[config.mk]
export PLATFORM = sky130hd
export DESIGN_NAME = alu_flat
export DESIGN_NICKNAME = d
export VERILOG_FILES = /design/src/rtl/alu_pkg.sv /design/src/rtl/alu_if.sv /design/src/rtl/alu_core.sv /design/src/rtl/alu.sv /design/src/flat_wrapper.sv
export SDC_FILE = /design/constraint.sdc
export NUM_CORES = 1
export LEC_CHECK = 0
export ABC_AREA = 0
export BUFFER_PORTS_ARGS = -buffer_cell sky130_fd_sc_hd__buf_2
export CAP_MARGIN = 20
export CORE_AREA = 5 5 84 86
export DETAILED_ROUTE_END_ITERATION = 10
export DIE_AREA = 0 0 89 91
export GPL_TIMING_DRIVEN = 0
export PLACE_DENSITY = 0.58
export SLEW_MARGIN = 20
export SYNTH_ARGS = -nofsm -noshare
export SYNTH_HDL_FRONTEND = slang
export SYNTH_SLANG_ARGS = --single-unit
[constraint.sdc]
create_clock -name clk -period 2.2 [get_ports clk]
set_input_delay 0.44 -clock clk [delete_from_list [all_inputs] [get_ports clk]]
set_output_delay 0.44 -clock clk [all_outputs]
set_load 0.01 [all_outputs]
[src/rtl/alu_pkg.sv]
// -----------------------------------------------------------------------------
// alu_pkg
// Shared definitions for the registered ALU slice: opcode type and encodings,
// the status-flag bundle, the flag value forced by reset, and a small helper
// that tells whether an opcode writes the result/flag registers.
// -----------------------------------------------------------------------------
package alu_pkg;

    typedef logic [2:0] opcode_t;

    localparam opcode_t OP_ADD  = 3'b000;
    localparam opcode_t OP_SUB  = 3'b001;
    localparam opcode_t OP_AND  = 3'b010;
    localparam opcode_t OP_OR   = 3'b011;
    localparam opcode_t OP_XOR  = 3'b100;
    localparam opcode_t OP_NAND = 3'b101;
    localparam opcode_t OP_SLT  = 3'b110;
    localparam opcode_t OP_NOP  = 3'b111;

    typedef struct packed {
        logic zero;
        logic negative;
        logic carry;
        logic overflow;
    } flags_t;

    // Reset leaves result at zero, so the zero flag must read as set.
    localparam flags_t FLAGS_RESET = '{zero: 1'b1, negative: 1'b0, carry: 1'b0, overflow: 1'b0};

    // NOP still pulses out_valid but must not disturb result or flags.
    function automatic logic op_writes_result(input opcode_t op);
        return (op != OP_NOP);
    endfunction

endpackage

[src/rtl/alu_if.sv]
// -----------------------------------------------------------------------------
// alu_if
// Operand/result bundle between the operand register file (master) and the
// ALU (slave).
//   in_valid, a, b, op      : master -> slave, one operation per valid cycle
//   result, out_valid,
//   zero, negative,
//   carry, overflow         : slave -> master, registered, 1-cycle latency
// -----------------------------------------------------------------------------
interface alu_if #(
    parameter int WIDTH = 8
);
    import alu_pkg::*;

    logic             in_valid;
    logic [WIDTH-1:0] a;
    logic [WIDTH-1:0] b;
    opcode_t          op;
    logic [WIDTH-1:0] result;
    logic             out_valid;
    logic             zero;
    logic             negative;
    logic             carry;
    logic             overflow;

    modport master (
        output in_valid, a, b, op,
        input  result, out_valid, zero, negative, carry, overflow
    );

    modport slave (
        input  in_valid, a, b, op,
        output result, out_valid, zero, negative, carry, overflow
    );

endinterface

[src/rtl/alu_core.sv]
// -----------------------------------------------------------------------------
// alu_core
// Purely combinational datapath: computes the result and status flags for one
// operation. No state; the enclosing stage registers the outputs.
//   i_a, i_b  : operands (WIDTH bits)
//   i_op      : opcode (alu_pkg::opcode_t)
//   o_result  : operation result (zero for NOP; the caller holds instead)
//   o_flags   : {zero, negative, carry, overflow} for o_result
// -----------------------------------------------------------------------------
module alu_core
    import alu_pkg::*;
#(
    parameter int WIDTH = 8
) (
    input  logic [WIDTH-1:0] i_a,
    input  logic [WIDTH-1:0] i_b,
    input  opcode_t          i_op,
    output logic [WIDTH-1:0] o_result,
    output flags_t           o_flags
);

    // One extra bit captures ADD carry-out and SUB borrow.
    logic [WIDTH:0]   w_sum;
    logic [WIDTH:0]   w_diff;
    logic             w_lt_signed;
    logic [WIDTH-1:0] w_result;
    logic             w_carry;
    logic             w_overflow;

    assign w_sum       = {1'b0, i_a} + {1'b0, i_b};
    assign w_diff      = {1'b0, i_a} - {1'b0, i_b};
    assign w_lt_signed = ($signed(i_a) < $signed(i_b));

    // Opcode decode: select result, carry and signed-overflow per operation.
    always_comb begin
        w_result   = {WIDTH{1'b0}};
        w_carry    = 1'b0;
        w_overflow = 1'b0;
        case (i_op)
            OP_ADD: begin
                w_result   = w_sum[WIDTH-1:0];
                w_carry    = w_sum[WIDTH];
                // Same-sign operands producing a different-sign sum.
                w_overflow = (i_a[WIDTH-1] == i_b[WIDTH-1]) &&
                             (w_sum[WIDTH-1] != i_a[WIDTH-1]);
            end
            OP_SUB: begin
                w_result   = w_diff[WIDTH-1:0];
                w_carry    = w_diff[WIDTH];
                // Opposite-sign operands where the difference flips away from a.
                w_overflow = (i_a[WIDTH-1] != i_b[WIDTH-1]) &&
                             (w_diff[WIDTH-1] != i_a[WIDTH-1]);
            end
            OP_AND:  w_result = i_a & i_b;
            OP_OR:   w_result = i_a | i_b;
            OP_XOR:  w_result = i_a ^ i_b;
            OP_NAND: w_result = ~(i_a & i_b);
            OP_SLT:  w_result = {{(WIDTH-1){1'b0}}, w_lt_signed};
            OP_NOP:  w_result = {WIDTH{1'b0}};
            default: w_result = {WIDTH{1'b0}};
        endcase
    end

    assign o_result = w_result;
    assign o_flags  = '{zero:     (w_result == {WIDTH{1'b0}}),
                        negative: w_result[WIDTH-1],
                        carry:    w_carry,
                        overflow: w_overflow};

endmodule

[src/rtl/alu.sv]
// -----------------------------------------------------------------------------
// alu
// Registered WIDTH-bit ALU stage between the operand register file and
// writeback. Operands accepted on any edge with in_valid=1 produce result,
// flags and a one-cycle out_valid pulse after that edge. Idle cycles and NOP
// hold result/flags. No backpressure.
//   clk  : rising-edge clock
//   rst  : synchronous, active-high; wins over in_valid
//   bus  : alu_if slave modport (operands in, registered result/flags out);
//          the interface WIDTH must equal this module's WIDTH (>= 2)
// -----------------------------------------------------------------------------
module alu
    import alu_pkg::*;
#(
    parameter int WIDTH = 8
) (
    input  logic  clk,
    input  logic  rst,
    alu_if.slave  bus
);

    logic [WIDTH-1:0] w_core_result;
    flags_t           w_core_flags;

    logic [WIDTH-1:0] r_result;
    flags_t           r_flags;
    logic             r_out_valid;

    alu_core #(
        .WIDTH (WIDTH)
    ) u_core (
        .i_a      (bus.a),
        .i_b      (bus.b),
        .i_op     (bus.op),
        .o_result (w_core_result),
        .o_flags  (w_core_flags)
    );

    // Output register stage: reset, capture on accepted op, hold otherwise.
    always_ff @(posedge clk) begin
        if (rst) begin
            r_result    <= {WIDTH{1'b0}};
            r_flags     <= FLAGS_RESET;
            r_out_valid <= 1'b0;
        end else begin
            r_out_valid <= bus.in_valid;
            if (bus.in_valid && op_writes_result(bus.op)) begin
                r_result <= w_core_result;
                r_flags  <= w_core_flags;
            end else begin
                r_result <= r_result;
                r_flags  <= r_flags;
            end
        end
    end

    assign bus.result    = r_result;
    assign bus.out_valid = r_out_valid;
    assign bus.zero      = r_flags.zero;
    assign bus.negative  = r_flags.negative;
    assign bus.carry     = r_flags.carry;
    assign bus.overflow  = r_flags.overflow;

endmodule

[src/flat_wrapper.sv]
// flat-port wrapper written by rule: the top's interface ports become plain ports
module alu_flat import alu_pkg::*;
#(
    parameter int WIDTH = 8
)
  (clk, rst, bus_in_valid, bus_a, bus_b, bus_op, bus_result, bus_out_valid, bus_zero, bus_negative, bus_carry, bus_overflow);
  alu_if #(.WIDTH(WIDTH)) bus_i ();
  input  logic clk;
  input  logic rst;
  input wire logic [$bits(bus_i.in_valid)-1:0] bus_in_valid;
  input wire logic [$bits(bus_i.a)-1:0] bus_a;
  input wire logic [$bits(bus_i.b)-1:0] bus_b;
  input wire logic [$bits(bus_i.op)-1:0] bus_op;
  output wire logic [$bits(bus_i.result)-1:0] bus_result;
  output wire logic [$bits(bus_i.out_valid)-1:0] bus_out_valid;
  output wire logic [$bits(bus_i.zero)-1:0] bus_zero;
  output wire logic [$bits(bus_i.negative)-1:0] bus_negative;
  output wire logic [$bits(bus_i.carry)-1:0] bus_carry;
  output wire logic [$bits(bus_i.overflow)-1:0] bus_overflow;
  assign bus_i.in_valid = bus_in_valid;
  assign bus_i.a = bus_a;
  assign bus_i.b = bus_b;
  assign bus_i.op = bus_op;
  assign bus_result = bus_i.result;
  assign bus_out_valid = bus_i.out_valid;
  assign bus_zero = bus_i.zero;
  assign bus_negative = bus_i.negative;
  assign bus_carry = bus_i.carry;
  assign bus_overflow = bus_i.overflow;
  alu #(.WIDTH(WIDTH)) u_core (.clk(clk), .rst(rst), .bus(bus_i));
endmodule
==> flow_summary.yaml <==
critical_path:
  reg2reg_to: "u_core.bus.carry$_SDFFE_PP0P_"
  crit_path_max_incr_delay_ps: 380
  crit_chain: "buf_2 -> inv_2 -> ha_4 -> a21o_1 -> and4_4 -> a2111o_1 -> o2111a_1 -> a41oi_2 -> nand4bb_1 -> o31ai_2"
  cp_max_fo: 3
  r2r-start: "u_core.bus.carry$_SDFFE_PP0P_"
  end_kind: "register"
  crit_buf_inv: 2
  reg2regPathDepth: 2
  worstSetupPathType: "in2reg"
  critPathLaunchType: "primary input"
  cp.depth: 10
  worst_path_dominant_cell_family: "compound AO/OA/AOI/OAI gates"
  reg2reg_slack_ps: 1530
  cp_data_required_time_ps: 2330
  arrival_ps: 2280
  cp_slowest_cell: "a2111o_1"
detailed_routing:
  dr.pass1.iters: 4
  wirelength_mm: 5.135
  ant_nets: 0
  vias: 1876
  first_iter_violations: 74
  drt-wirelength-per-cell_um: 14.46
  drc_errors: 0
  vias_per_cell: 5.285
pwr:
  ir_drop_mv: 0.3575
  powerDensity_mw_per_mm2: 418.9
  leakage_nw: 1.032
die:
  die_x_um: 89
  rows: 29
  initial_utilization: 0.2886
  die_h_um: 91
  die_area_mm2: 0.008099
  core_mm2: 0.006205
  io_pins: 35
finish:
  drive_gt1_frac: 0.3237
  nets: 327
  diodes: 0
  multi_input_area_mm2: 0.001553
  register_area_um2: 240.2
  area_delta_synth_final_pct: 30.26
  fill_cells: 642
status:
  status: "complete, no violations"
worst_hold_path:
  hold_path.class: "in2reg"
  min_to: "u_core.bus.result[4]$_SDFFE_PP0P_"
  hold_path_depth: 2
  worstHoldStart: "rst"
global_route:
  grtUsageTotal: 0.1248
  grt_pass1_vias: 1770
  gr-total-overflow: 0
  grt_pass1_wl_mm: 8.362
  grt_start_max_net_pins: 11
  antenna_found_initial: 0
synthesis:
  synth_flop_cell: "dfxtp_1"
  seq_area_frac_synth: 0.1342
  yosys_register_bits: 12
  yosysUniqueCellTypes: 61
  synthCells: 239
  ys_async_sr_fraction: 0
  avgSynthCellArea_um2: 7.491
  syn_nets: 287
  netlist_area_mm2: 0.001790
  yosys_warnings: 0
  synth_edf_count: 0
timing:
  final.setup.tns_ps: 0
  slew_viol_final: 0
  clock-skew-final_ps: 0
  hold_ws_ps: 374.1
  hold_violations: 0
  relSlewSlack: 0.5891
  worst_pin_slew_ps: 613.1
  rsz0062_at_grt: "yes"
  post-route-period-util: 0.9782
  clock.fmax_mhz: 464.7
  finalCriticalPeriod_ps: 2152
  setup_viol_count_final: 0
placement:
  gp_congestion: 0.8701
  dpl.hpwl_mm: 4.116
  portBuffers: 34
clock_tree:
  clkSlewWorstSetupHoldPaths_ps: 50
  cts_tree: "done"
  clock_sinks: 12
  clock_latency_ps: 240
  cts-buffers-inserted: 3
  postCtsHoldBufs: 0
  cts_root_buf: "clkbuf_8"
  htreeDepth: 1
  cts.path.max_buffers: 2
job:
  maxCapViolCount: 0
-- stage by stage --
step	power (mW)	cells	area [um^2]	worst slack (ps)	util
3_5_place_dp	0.6709	350	2063	-398.5	0.3325
4_1_cts	0.9343	353	2171	-6.192	0.3499
3_3_place_gp	0.6649	350	2063	-389.9	0.3325
6_report	0.9769	355	2332	47.90	0.3759
2_1_floorplan	0.5468	239	1797	0.8469	-
5_1_grt	1.051	355	2332	-9.317	0.3759
-- worst max path at each step --
| stage | start | end | slack [ps] |
|---|---|---|---|
| 6_report | bus_b[1] | u_core.bus.zero$_SDFFE_PP1P_ | 50 |
| 5_1_grt | bus_b[2] | u_core.bus.zero$_SDFFE_PP1P_ | -9 |
| 4_1_cts | bus_a[0] | u_core.bus.zero$_SDFFE_PP1P_ | -6 |
| 3_5_place_dp | bus_b[1] | u_core.bus.zero$_SDFFE_PP1P_ | -400 |
| 3_3_place_gp | bus_b[3] | u_core.bus.result[6]$_SDFFE_PP0P_ | -390 |
| 2_1_floorplan | bus_a[4] | u_core.bus.zero$_SDFFE_PP1P_ | 0.8 |
-- metal layers --
| metal | vias to the layer above | track usage | share of wire |
|---|---|---|---|
| li1 | 951 | - | - |
| met1 | 874 | 0.1715 | 0.45 |
| met4 | 0 | 0.03226 | 0.0095 |
| met5 | - | 0 | 0 |
| met2 | 46 | 0.2054 | 0.48 |
| met3 | 5 | 0.01448 | 0.061 |
-- report_power, final --
group	internal (mW)	switching (mW)
Combinational	0.217	0.278
Sequential	0.235	0.00760
Clock	0.158	0.0810
-- sequential cells by signal, summed over array words and instances, names as in the netlist --
name                  cells
u_core.bus.carry          1
u_core.bus.out_valid      1
u_core.bus.overflow       1
u_core.bus.result         8
u_core.bus.zero           1
-- logic make-up (layout without fill, tap and decap cells) --
group / after synthesis / after routing / share of synthesized area
flip-flops: 12 / 12 / 0.1342
buffers and inverters: 40 / 79 / 0.09434
adder cells (fa/ha/maj): 26 / 26 / 0.1901
AND/OR/NAND/NOR: 71 / 71 / 0.1950
multiplexers: 4 / 4 / 0.03005
XOR/XNOR: 1 / 1 / 0.004893
AO/OA/AOI/OAI: 85 / 85 / 0.3515
-- worst reg2reg max path, cell delays in order, from the launching register on --
cell      delay, ps
dfxtp_1         320
nor2_1           50
a311oi_1        220
-- placed cells by master (no fill, tap or decap), types with 3 or more instances in the layout --
master and instances:
ha_1 17, clkbuf_8 4, ha_4 5, a221oi_2 3, nor2b_1 3, buf_2 33
inv_2 5, buf_4 8, a21o_1 5, clkbuf_1 4, a22o_1 3, nor2_1 19
nand2b_1 6, o21ai_0 11, a211oi_1 5, dfxtp_1 12, nand2_1 20, a21oi_1 16
nand3_1 3, a2111o_1 3, o21ai_2 3, nor3_1 6, inv_1 19
-- synthesized netlist by cell type, types with 3 or more instances --
cell      number  area, um^2
dfxtp_1       12       240.2
nand2b_1       6       37.54
o21ai_0       12       60.06
a2111o_1       3       33.78
buf_2          6       30.03
nand2_1       21       78.83
nor2b_1        3       18.77
a21o_1         5       37.54
nand3_1        3       15.01
a22o_1         3       26.28
a211oi_1       5       37.54
a221oi_1       3       26.28
a21oi_1       17       85.08
ha_1          24       300.3
inv_1         26       97.59
buf_4          3       22.52
nor2_1        20       75.07
nor3_1         7       35.03
clkbuf_1       5       18.77
-- final cells by class --
class,instances,area share
multi-input cells,187,0.6658
flip-flops and latches,12,0.1030
clock buffers,4,0.02361
inverters,26,0.04399
plain buffers,12,0.02790
repair buffers,37,0.09442
well taps,77,0.04131
-- timing repair --
action,in CTS,in global routing
endpoints found under the setup margin,6,8
gates resized for setup,13,38
pin swaps,5,16
setup buffers,0,3
gates cloned,0,0
Note: power is estimated with default switching activity, not from simulation.
